**config.mk**
```make
export PLATFORM = sky130hd
export DESIGN_NAME = spi_flash_responder
export DESIGN_NICKNAME = d
export VERILOG_FILES = /design/src/rtl/spi_flash_pkg.sv /design/src/rtl/spi_pin_sync.sv /design/src/rtl/spi_flash_responder.sv
export SDC_FILE = /design/constraint.sdc
export NUM_CORES = 1
export LEC_CHECK = 0
export CAP_MARGIN = 20
export CORE_UTILIZATION = 45
export DETAILED_ROUTE_END_ITERATION = 10
export PLACE_DENSITY = 0.69
export SETUP_SLACK_MARGIN = 0.02
export SYNTH_ARGS = -nofsm -noshare
export SYNTH_HDL_FRONTEND = slang
export SYNTH_SLANG_ARGS = --single-unit
```
**constraint.sdc**
```tcl
create_clock -name clk -period 2.7 [get_ports clk]
set_input_delay 0.54 -clock clk [delete_from_list [all_inputs] [get_ports clk]]
set_output_delay 0.54 -clock clk [all_outputs]
set_load 0.1 [all_outputs]
```
**src/rtl/spi_flash_pkg.sv**
```systemverilog
// Shared definitions for the SPI flash responder and its controller.
//  - Serial NOR opcode constants
//  - FSM state enum and deferred chip-select-rise actions
package spi_flash_pkg;

  localparam logic [7:0] OpRead     = 8'h03;
  localparam logic [7:0] OpFastRead = 8'h0B;
  localparam logic [7:0] OpPp       = 8'h02;
  localparam logic [7:0] OpWren     = 8'h06;
  localparam logic [7:0] OpWrdi     = 8'h04;
  localparam logic [7:0] OpRdsr     = 8'h05;
  localparam logic [7:0] OpRdid     = 8'h9F;

  typedef enum logic [3:0] {
    StIdle,
    StCmd,
    StAddr,
    StDummy,
    StDataRd,
    StDataWr,
    StStatus,
    StId,
    StIgnore
  } state_e;

  // Side effects that only take place when chip select rises.
  typedef enum logic [1:0] {
    ActNone,
    ActWren,
    ActWrdi,
    ActPp
  } act_e;

  // States in which the responder drives MISO.
  function automatic logic is_tx_state(state_e s);
    return s inside {StStatus, StId, StDataRd};
  endfunction

endpackage

```
**src/rtl/spi_pin_sync.sv**
```systemverilog
// SPI pin synchroniser and edge detector.
//  clk, reset        system clock, asynchronous active-high reset
//  spi_cs_n/sck/mosi raw SPI pins
//  cs_n, mosi        synchronised pin levels (2-FF)
//  sck_rise/fall     1-clk pulses on synchronised SCK edges
//  cs_rise/fall      1-clk pulses on synchronised CS edges
module spi_pin_sync (
  input  logic clk,
  input  logic reset,
  input  logic spi_cs_n,
  input  logic spi_sck,
  input  logic spi_mosi,
  output logic cs_n,
  output logic mosi,
  output logic sck_rise,
  output logic sck_fall,
  output logic cs_rise,
  output logic cs_fall
);

  // Bit 2 is the previous synchronised value, used only for edge detection.
  logic [2:0] cs_q;
  logic [2:0] sck_q;
  logic [1:0] mosi_q;

  always_ff @(posedge clk or posedge reset) begin
    if (reset) begin
      cs_q   <= 3'b111;
      sck_q  <= 3'b000;
      mosi_q <= 2'b00;
    end else begin
      cs_q   <= {cs_q[1:0], spi_cs_n};
      sck_q  <= {sck_q[1:0], spi_sck};
      mosi_q <= {mosi_q[0], spi_mosi};
    end
  end

  assign cs_n     = cs_q[1];
  assign mosi     = mosi_q[1];
  assign sck_rise = sck_q[1] & ~sck_q[2];
  assign sck_fall = ~sck_q[1] & sck_q[2];
  assign cs_rise  = cs_q[1] & ~cs_q[2];
  assign cs_fall  = ~cs_q[1] & cs_q[2];

endmodule

```
**src/rtl/spi_flash_responder.sv**
```systemverilog
// SPI mode-0 serial NOR flash responder on top of a byte-wide memory port.
//  clk, reset            system clock (>= 8x SCK), asynchronous active-high reset
//  spi_cs_n/sck/mosi     SPI inputs;  spi_miso/spi_miso_oe  SPI output and drive enable
//  mem_addr              memory byte address
//  mem_rd / mem_rdata    1-clk read strobe, data valid on the following clk
//  mem_wr / mem_wdata    1-clk write strobe with data
//  wel, wip              status register bits 1 and 0
module spi_flash_responder
  import spi_flash_pkg::*;
#(
  parameter int unsigned ADDR_W      = 16,
  parameter int unsigned PROG_CYCLES = 64,
  parameter logic [23:0] JEDEC_ID    = 24'hEF4016
) (
  input  logic              clk,
  input  logic              reset,
  input  logic              spi_cs_n,
  input  logic              spi_sck,
  input  logic              spi_mosi,
  output logic              spi_miso,
  output logic              spi_miso_oe,
  output logic [ADDR_W-1:0] mem_addr,
  output logic              mem_rd,
  input  logic [7:0]        mem_rdata,
  output logic              mem_wr,
  output logic [7:0]        mem_wdata,
  output logic              wel,
  output logic              wip
);

  localparam int unsigned     WipW    = $clog2(PROG_CYCLES + 1);
  localparam logic [WipW-1:0] WipLoad = WipW'(PROG_CYCLES - 1);

  logic cs_n_s, mosi_s, sck_rise, sck_fall, cs_rise, cs_fall;

  spi_pin_sync u_pin_sync (
    .clk      (clk),
    .reset    (reset),
    .spi_cs_n (spi_cs_n),
    .spi_sck  (spi_sck),
    .spi_mosi (spi_mosi),
    .cs_n     (cs_n_s),
    .mosi     (mosi_s),
    .sck_rise (sck_rise),
    .sck_fall (sck_fall),
    .cs_rise  (cs_rise),
    .cs_fall  (cs_fall)
  );

  state_e            state_q, state_d;
  act_e              act_q, act_d;
  logic [2:0]        bit_cnt_q, bit_cnt_d;
  logic [1:0]        byte_cnt_q, byte_cnt_d;
  // Only the low ADDR_W bits of the 24-bit SPI address are kept; upper bits shift out.
  logic [ADDR_W-1:0] addr_q, addr_d;
  logic [6:0]        rx_q, rx_d;
  logic [7:0]        tx_q, tx_d;
  logic              miso_q, miso_d;
  logic              mem_rd_q, mem_rd_d;
  logic              load_q, load_d;
  logic              mem_wr_q, mem_wr_d;
  logic [7:0]        wdata_q, wdata_d;
  logic              fast_q, fast_d;
  logic              wrote_q, wrote_d;
  logic [1:0]        id_idx_q, id_idx_d;
  logic              wel_q, wel_d;
  logic              wip_q, wip_d;
  logic [WipW-1:0]   wip_cnt_q, wip_cnt_d;

  logic [7:0] rx_byte;
  logic       byte_done;
  logic [7:0] id_byte;
  logic [7:0] status_byte;

  assign rx_byte     = {rx_q, mosi_s};
  assign byte_done   = sck_rise && (bit_cnt_q == 3'd7);
  assign status_byte = {6'b0, wel_q, wip_q};

  always_comb begin
    unique case (id_idx_q)
      2'd0:    id_byte = JEDEC_ID[23:16];
      2'd1:    id_byte = JEDEC_ID[15:8];
      2'd2:    id_byte = JEDEC_ID[7:0];
      default: id_byte = 8'h00;
    endcase
  end

  always_comb begin
    state_d    = state_q;
    act_d      = act_q;
    bit_cnt_d  = bit_cnt_q;
    byte_cnt_d = byte_cnt_q;
    addr_d     = addr_q;
    rx_d       = rx_q;
    tx_d       = tx_q;
    miso_d     = miso_q;
    mem_rd_d   = 1'b0;
    load_d     = mem_rd_q;
    mem_wr_d   = 1'b0;
    wdata_d    = wdata_q;
    fast_d     = fast_q;
    wrote_d    = wrote_q;
    id_idx_d   = id_idx_q;
    wel_d      = wel_q;
    wip_d      = wip_q;
    wip_cnt_d  = wip_cnt_q;

    if (wip_q) begin
      if (wip_cnt_q == '0) begin
        wip_d = 1'b0;
      end else begin
        wip_cnt_d = wip_cnt_q - 1'b1;
      end
    end

    // Post-increment after the write strobe so mem_addr is stable during it.
    if (mem_wr_q) begin
      addr_d[7:0] = addr_q[7:0] + 8'd1;
    end

    // Read data arrives one clk after mem_rd; well ahead of the next SCK fall.
    if (load_q) begin
      tx_d = mem_rdata;
    end

    if (cs_n_s) begin
      state_d    = StIdle;
      bit_cnt_d  = 3'd0;
      byte_cnt_d = 2'd0;
      miso_d     = 1'b0;
      if (cs_rise) begin
        unique case (act_q)
          ActWren: wel_d = 1'b1;
          ActWrdi: wel_d = 1'b0;
          ActPp: begin
            if (wrote_q) begin
              wel_d     = 1'b0;
              wip_d     = 1'b1;
              wip_cnt_d = WipLoad;
            end
          end
          default: ;
        endcase
      end
      act_d   = ActNone;
      wrote_d = 1'b0;
    end else begin
      if (sck_rise && (state_q != StIdle)) begin
        rx_d      = rx_byte[6:0];
        bit_cnt_d = bit_cnt_q + 3'd1;
      end
      if (sck_fall && is_tx_state(state_q)) begin
        miso_d = tx_q[7];
        tx_d   = {tx_q[6:0], 1'b0};
      end

      unique case (state_q)
        StIdle: begin
          if (cs_fall) begin
            state_d = StCmd;
          end
        end
        StCmd: begin
          if (byte_done) begin
            fast_d   = 1'b0;
            id_idx_d = 2'd0;
            state_d  = StIgnore;
            if (wip_q) begin
              // Only status and ID are served while programming.
              if (rx_byte == OpRdsr) begin
                state_d = StStatus;
                tx_d    = status_byte;
              end else if (rx_byte == OpRdid) begin
                state_d  = StId;
                tx_d     = JEDEC_ID[23:16];
                id_idx_d = 2'd1;
              end
            end else begin
              case (rx_byte)
                OpWren: act_d = ActWren;
                OpWrdi: act_d = ActWrdi;
                OpRdsr: begin
                  state_d = StStatus;
                  tx_d    = status_byte;
                end
                OpRdid: begin
                  state_d  = StId;
                  tx_d     = JEDEC_ID[23:16];
                  id_idx_d = 2'd1;
                end
                OpRead: state_d = StAddr;
                OpFastRead: begin
                  state_d = StAddr;
                  fast_d  = 1'b1;
                end
                OpPp: begin
                  if (wel_q) begin
                    state_d = StAddr;
                    act_d   = ActPp;
                  end
                end
                default: ;
              endcase
            end
          end
        end
        StAddr: begin
          if (sck_rise) begin
            addr_d = {addr_q[ADDR_W-2:0], mosi_s};
          end
          if (byte_done) begin
            byte_cnt_d = byte_cnt_q + 2'd1;
            if (byte_cnt_q == 2'd2) begin
              byte_cnt_d = 2'd0;
              if (act_q == ActPp) begin
                state_d = StDataWr;
              end else if (fast_q) begin
                state_d = StDummy;
              end else begin
                state_d  = StDataRd;
                mem_rd_d = 1'b1;
              end
            end
          end
        end
        StDummy: begin
          if (byte_done) begin
            state_d  = StDataRd;
            mem_rd_d = 1'b1;
          end
        end
        StDataRd: begin
          if (byte_done) begin
            addr_d   = addr_q + 1'b1;
            mem_rd_d = 1'b1;
          end
        end
        StDataWr: begin
          if (byte_done) begin
            mem_wr_d = 1'b1;
            wdata_d  = rx_byte;
            wrote_d  = 1'b1;
          end
        end
        StStatus: begin
          if (byte_done) begin
            tx_d = status_byte;
          end
        end
        StId: begin
          if (byte_done) begin
            tx_d = id_byte;
            if (id_idx_q != 2'd3) begin
              id_idx_d = id_idx_q + 2'd1;
            end
          end
        end
        default: ;
      endcase
    end
  end

  always_ff @(posedge clk or posedge reset) begin
    if (reset) begin
      state_q    <= StIdle;
      act_q      <= ActNone;
      bit_cnt_q  <= '0;
      byte_cnt_q <= '0;
      addr_q     <= '0;
      rx_q       <= '0;
      tx_q       <= '0;
      miso_q     <= 1'b0;
      mem_rd_q   <= 1'b0;
      load_q     <= 1'b0;
      mem_wr_q   <= 1'b0;
      wdata_q    <= '0;
      fast_q     <= 1'b0;
      wrote_q    <= 1'b0;
      id_idx_q   <= '0;
      wel_q      <= 1'b0;
      wip_q      <= 1'b0;
      wip_cnt_q  <= '0;
    end else begin
      state_q    <= state_d;
      act_q      <= act_d;
      bit_cnt_q  <= bit_cnt_d;
      byte_cnt_q <= byte_cnt_d;
      addr_q     <= addr_d;
      rx_q       <= rx_d;
      tx_q       <= tx_d;
      miso_q     <= miso_d;
      mem_rd_q   <= mem_rd_d;
      load_q     <= load_d;
      mem_wr_q   <= mem_wr_d;
      wdata_q    <= wdata_d;
      fast_q     <= fast_d;
      wrote_q    <= wrote_d;
      id_idx_q   <= id_idx_d;
      wel_q      <= wel_d;
      wip_q      <= wip_d;
      wip_cnt_q  <= wip_cnt_d;
    end
  end

  assign spi_miso    = miso_q;
  assign spi_miso_oe = is_tx_state(state_q) & ~cs_n_s;
  assign mem_addr    = addr_q;
  assign mem_rd      = mem_rd_q;
  assign mem_wr      = mem_wr_q;
  assign mem_wdata   = wdata_q;
  assign wel         = wel_q;
  assign wip         = wip_q;

endmodule
```
**Word-level counts from Yosys, hierarchy flattened**

Index checks and enable logic that the tools add are counted.

- Muxes and demuxes: 80
- Bitwise operators: 9
- Add/subtract/negate cells: 6
- Magnitude comparators: 0
- Equality and inequality tests: 35
- Reductions and logical operators: 31
- Shifts and indexed selects: 0
- $mul: 0
- Divide/modulo/power cells: 0

Operators by type and width:

| operator | count |
|---|---|
| 8-bit 2-to-1 mux | 11 |
| 8-bit case mux with 3 select lines | 2 |
| 7-bit 2-to-1 mux | 6 |
| 4-bit 2-to-1 mux | 10 |
| 16-bit 2-to-1 mux | 2 |
| 16-bit case mux with 2 select lines | 1 |
| 4-bit case mux with 4 select lines | 2 |
| 2-bit 2-to-1 mux | 13 |
| 8-bit by 3-bit == test with 1-bit output (second input constant) | 3 |
| 1-bit 2-to-1 mux | 24 |
| 3-bit by 2-bit != test with 1-bit output (second input constant) | 6 |
| 16-bit by 1-bit adder with 16-bit output (second input constant) | 1 |
| 4-bit by 3-bit == test with 1-bit output (second input constant) | 4 |
| 8-bit by 2-bit == test with 1-bit output (second input constant) | 2 |
| 8-bit case mux with 2 select lines | 1 |
| 2-bit nonzero test | 8 |
| 2-bit != test (second input constant) | 7 |
| 3-bit 2-to-1 mux | 4 |
| 5-bit AND reduction | 2 |
| 8-bit by 1-bit adder with 8-bit output (second input constant) | 1 |
| 2-bit == test (second input constant) | 4 |
| 4-bit by 2-bit == test with 1-bit output (second input constant) | 2 |
| 8-bit by 4-bit == test with 1-bit output (second input constant) | 1 |
| 8-bit == test (second input constant) | 1 |
| 25 further kinds | 43 |

- Input bits: 13
- Register bits after elaboration: 75
- Latch bits: 0
- Memory bits (writable): 0
- Memory bits (read-only): 0
- Logic and storage cells: 183
- Memories kept: 0
- Output and inout bits: 30

**Logic depth before layout (Yosys ltp)**

- Depth after elaboration: 10
- Depth in mapped cells: 10

**Modules after synthesis**

From an unflattened synthesis, not the netlist that was laid out.

- Cell total of the unflattened synthesis: 459
- Area total of the unflattened synthesis: 4485.6 µm²

By module, submodules not included:

| module | cells each | area each (µm²) | times used | seq. area each (µm²) |
|---|---|---|---|---|
| spi_flash_responder | 446 | 4242.8 | 1 | 1676.6 |
| spi_pin_sync | 13 | 242.7 | 1 | 203.9 |

**Worst setup path after synthesis**

OpenSTA, ideal clock, no wires.

- Kind: register -> output
- Start point: register u_pin_sync.cs_q[1]
- End point: output spi_miso_oe
- Cell stages (with the launch flop): 5
- Path slack: -0.042 ns
- Arrival time: 2.202 ns
- Data required time: 2.160 ns
- Cells stage by stage: dfstp_2 -> clkbuf_1 -> buf_2 -> buf_1 -> nor2_1

- Word-level cells in the longest chain between the ends: 2

Ends and longest elaborated chain:

| element | line | RTL |
|---|---|---|
| start: declaration | spi_pin_sync.sv:22 | `logic [2:0] cs_q;` |
| start signal: assignment | spi_pin_sync.sv:32 | `cs_q <= {cs_q[1:0], spi_cs_n};` |
| 1-bit NOT (no line) | - |  |
| 1-bit bitwise AND | spi_flash_responder.sv:306 | `assign spi_miso_oe = is_tx_state(state_q) & ~cs_n_s;` |
| end: declaration | spi_flash_responder.sv:21 | `output logic spi_miso_oe,` |

Every way passes these cells.

**Worst setup path in the final report**

- Start point: register bit_cnt_q[0]
- End point: register addr_q[15], in the netlist mem_addr[15]

- Word-level cells in the longest chain between the ends: 4

Ends and longest elaborated chain:

| element | line | RTL |
|---|---|---|
| start: declaration | spi_flash_responder.sv:52 | `logic [2:0] bit_cnt_q, bit_cnt_d;` |
| start signal: assignment | spi_flash_responder.sv:286 | `bit_cnt_q <= bit_cnt_d;` |
| 3-bit == test | spi_flash_responder.sv:76 | `assign byte_done = sck_rise && (bit_cnt_q == 3'd7);` |
| 1-bit logical AND | spi_flash_responder.sv:76 |  |
| 2-bit != test (no line) | - |  |
| 4-bit AND reduction (no line) | - |  |
| end signal: assignment | spi_flash_responder.sv:288 | `addr_q <= addr_d;` |
| end: declaration | spi_flash_responder.sv:55 | `logic [ADDR_W-1:0] addr_q, addr_d;` |

Every way passes these cells.
A chain may end at the register's enable or synchronous reset.

==> run_results.csv <==
group,metric,value,unit
outcome,status,"completed",
critical_path,worstSetupPathType,"flip-flop to flip-flop",
power_and_ir_drop,p_switching,0.0006107,W
critical_path,critPathMaxFanout,15,
finish,nNetsFinal,521,
finish,mostFrequentLayoutCells,"72 x dfrtp_1, 52 x nand2_1, 44 x buf_4",
detailed_routing,drt_iter0_drc,228,
yosys,ys.warnings.count,0,
critical_path,arrival,2.63,ns
placed_design,place.port_buffers,42,
timing,worst_pin_slew,0.5838,ns
detailed_routing,wl_per_cell,16.36,um
yosys,syn-mean-instance-area,9.317,um^2
yosys,synth_edf_count,0,
critical_path,crit_top_cell,"ha_1",
yosys,ys_types,65,
power_and_ir_drop,clockPowerShare,39.4,%
global_routing,grt_pass1_vias,3555,
timing,final.period_utilization,87.76,%
placed_design,place_congestion,0.8540,
clocking,post-cts-setup-buffers,0,
detailed_routing,drtPass1Iterations,5,
critical_path,crit_chain,"ha_1 > ha_1 > and3b_1 > and2_1 > nand3_1 > a21o_1 > a221oi_1",
power_and_ir_drop,combPwrFrac,8.3,%
die,die_y,99.06,um
die,die_w,99.06,um
global_routing,track_usage,21.83,%
critical_path,timing.rr.end,"mem_addr[15]",
yosys,ys_ff_latch,75,
yosys,async_flop_share,100.0,%
clocking,cts_resized,0,
critical_path,crit_required,2.96,ns
detailed_routing,drt_wl_total,10020,um
power_and_ir_drop,sw_frac_of_total,26.80,%
power_and_ir_drop,p_seq_share,52.4,%
finish,drive_gt1_share,18.16,%
timing,slew_headroom,60.78,%
critical_path,rr_startpoint,"bit_cnt_q[0]",
die,rows,35,
critical_path,critPathLaunchType,"flip-flop",
clocking,cts_root_buffer,"clkbuf_8",
power_and_ir_drop,powerDensity,460.3,mW/mm^2
yosys,synth_ff_type,"dfrtp_1",
global_routing,grt_antenna_before_repair,0,
timing,setup_viol,0,
yosys,yosysSeqAreaShare,44.36,%
min_path,holdPathEnd,"u_pin_sync.sck_q[1]",
run,maxCapViolations,0,
min_path,min_from,"u_pin_sync.sck_q[0]",
clocking,cts_sinks,75,
detailed_routing,vias_per_cell,5.928,
critical_path,crit_slowest_cell,"and2_1",
clocking,cts_buffer_depth,2,
min_path,hp-class,"flip-flop to flip-flop",
yosys,mappedNetlistNets,480,
clocking,h-tree-depth,3,
timing,period_minus_slack,2.369,ns
critical_path,r2r_slack,0.33,ns
yosys,synthCells,455,
global_routing,grt_max_degree,76,
finish,final_common_cell,"dfrtp_1",
power_and_ir_drop,total_power,0.002278,W
timing,tns,0,ns
die,start_util,46.10,%
finish,n_antenna_cell,0,
global_routing,grt_pass1_wl,17120,um
clocking,clk_latency,0.35,ns
timing,finalClockSkew,0.009302,ns
clocking,clk_pin_slew_worst_paths,0.09,ns
clocking,cts_hold_buf,0,
power_and_ir_drop,power.internal,0.001668,W
global_routing,gr-total-overflow,0,
min_path,holdPathStages,0,
power_and_ir_drop,power_leakage,2.110,nW
clocking,cts_made_buffers,9,
critical_path,endpoint_kind,"flip-flop",
finish,area_growth,16.77,%
die,core_area,0.009196,mm^2
critical_path,r2r.worst_path.cells,7,
die,ios,43,
placed_design,dp_hpwl,6972,um
timing,max_freq,422.0,MHz
critical_path,crit_path_max_incr_delay,0.51,ns
timing,hold_violations,0,
timing,drv_slew,0,
detailed_routing,ant_nets,0,
die,dieArea,0.009812,mm^2
clocking,cts_tree,"built",
detailed_routing,dr_total_vias,3628,
detailed_routing,drc,0,
yosys,netlist_area,0.004239,mm^2
finish,fill_cells,859,
timing,rsz0062_at_grt,"no",
power_and_ir_drop,ir_worst_vdd,285.5,uV
-- worst max-delay path: cells and delay by family, from the launching register on --
family,cells,cell delay (ns)
compound gates,2,0.48
simple gates,3,1.04
flops,1,0.37
fa+ha+maj,2,0.37
-- per-stage QoR --
stage / instances / util [%] / worst slack [ns] / area [um^2] / hold slack [ns]
after global routing: 612 / 53.82 / 0.08235 / 4950 / 0.3632
after detailed placement: 595 / 51.58 / 0.3273 / 4743 / 0.3389
after floorplan: 455 / - / 0.2550 / 4242 / 0.3312
after CTS: 611 / 53.77 / 0.3146 / 4945 / 0.3600
after global placement: 595 / 51.58 / 0.4545 / 4743 / 0.3319
final: 612 / 53.82 / 0.3305 / 4950 / 0.3565
-- sequential cells by signal, summed over array words and instances, names as in the netlist, 2 cells and up --
name	flops
bit_cnt_q	3
wip_cnt_q	7
u_pin_sync.mosi_q	2
state_q	4
byte_cnt_q	2
u_pin_sync.cs_q	3
rx_q	7
act_q	2
mem_addr	16
mem_wdata	8
id_idx_q	2
tx_q	8
u_pin_sync.sck_q	3
-- cells by family after synthesis --
logic type	count (synthesis)	share of synthesized area (%)
AO/OA/AOI/OAI	118	18.15
XOR/XNOR	13	2.686
adder cells (fa/ha/maj)	12	3.542
buffers and inverters	47	4.604
flip-flops	75	44.36
multiplexers	28	7.113
AND/OR/NAND/NOR	162	19.54
-- metal layers --
layer	routed length, um	track usage [%]
met3	581	4.113
met5	0	0
met1	4721	30.61
met4	121	7.014
met2	4591	34.27
-- power groups by stage --
stage	logic, W	clock network [W]	registers [W]
2_1_floorplan	0.000152	0	0.00118
3_3_place_gp	0.000184	0	0.00121
3_5_place_dp	0.000187	0	0.00121
4_1_cts	0.000188	0.000928	0.00119
5_1_grt	0.000213	0.000979	0.00120
6_report	0.000188	0.000897	0.00119
-- cell usage after synthesis (4+ instances only) --
cell type	instances	area [um^2]
a21o_1	4	30.03
a21oi_1	33	165.2
a22oi_1	6	45.04
a31oi_1	7	43.79
and3_1	5	31.28
buf_2	6	30.03
clkbuf_1	18	67.56
dfrtp_1	72	1802
ha_1	12	150.1
inv_1	18	67.56
mux2_2	17	191.4
mux2i_1	11	110.1
nand2_1	52	195.2
nand2b_1	6	37.54
nand3_1	17	85.08
nand4_1	9	56.30
nor2_1	26	97.59
nor2b_1	4	25.02
nor3_1	13	65.06
nor3b_1	5	37.54
nor4_1	4	25.02
o21ai_0	20	100.1
o22ai_1	9	56.30
o31ai_1	7	52.55
xnor2_1	5	43.79
xor2_1	8	70.07
-- worst max-delay path by stage --
stage	startpoint	to
floorplan	reset	act_q[0]
global placement	bit_cnt_q[0]	mem_addr[15]
detailed placement	bit_cnt_q[0]	mem_addr[15]
CTS	bit_cnt_q[0]	mem_addr[15]
global route	state_q[3]	mem_addr[15]
finish	bit_cnt_q[0]	mem_addr[15]
-- area by class of cell --
cell class / instances / area [um^2] / share of cell area [%]
Clock buffer: 10 / 127.6 / 2.578
Clock inverter: 6 / 73.82 / 1.491
Inverter: 18 / 67.56 / 1.365
Multi-Input combinational cell: 333 / 2166 / 43.76
Sequential cell: 75 / 1881 / 37.99
Tap cell: 111 / 138.9 / 2.806
Timing Repair Buffer: 59 / 495.5 / 10.01
Note: power is estimated with default switching activity, not from simulation.
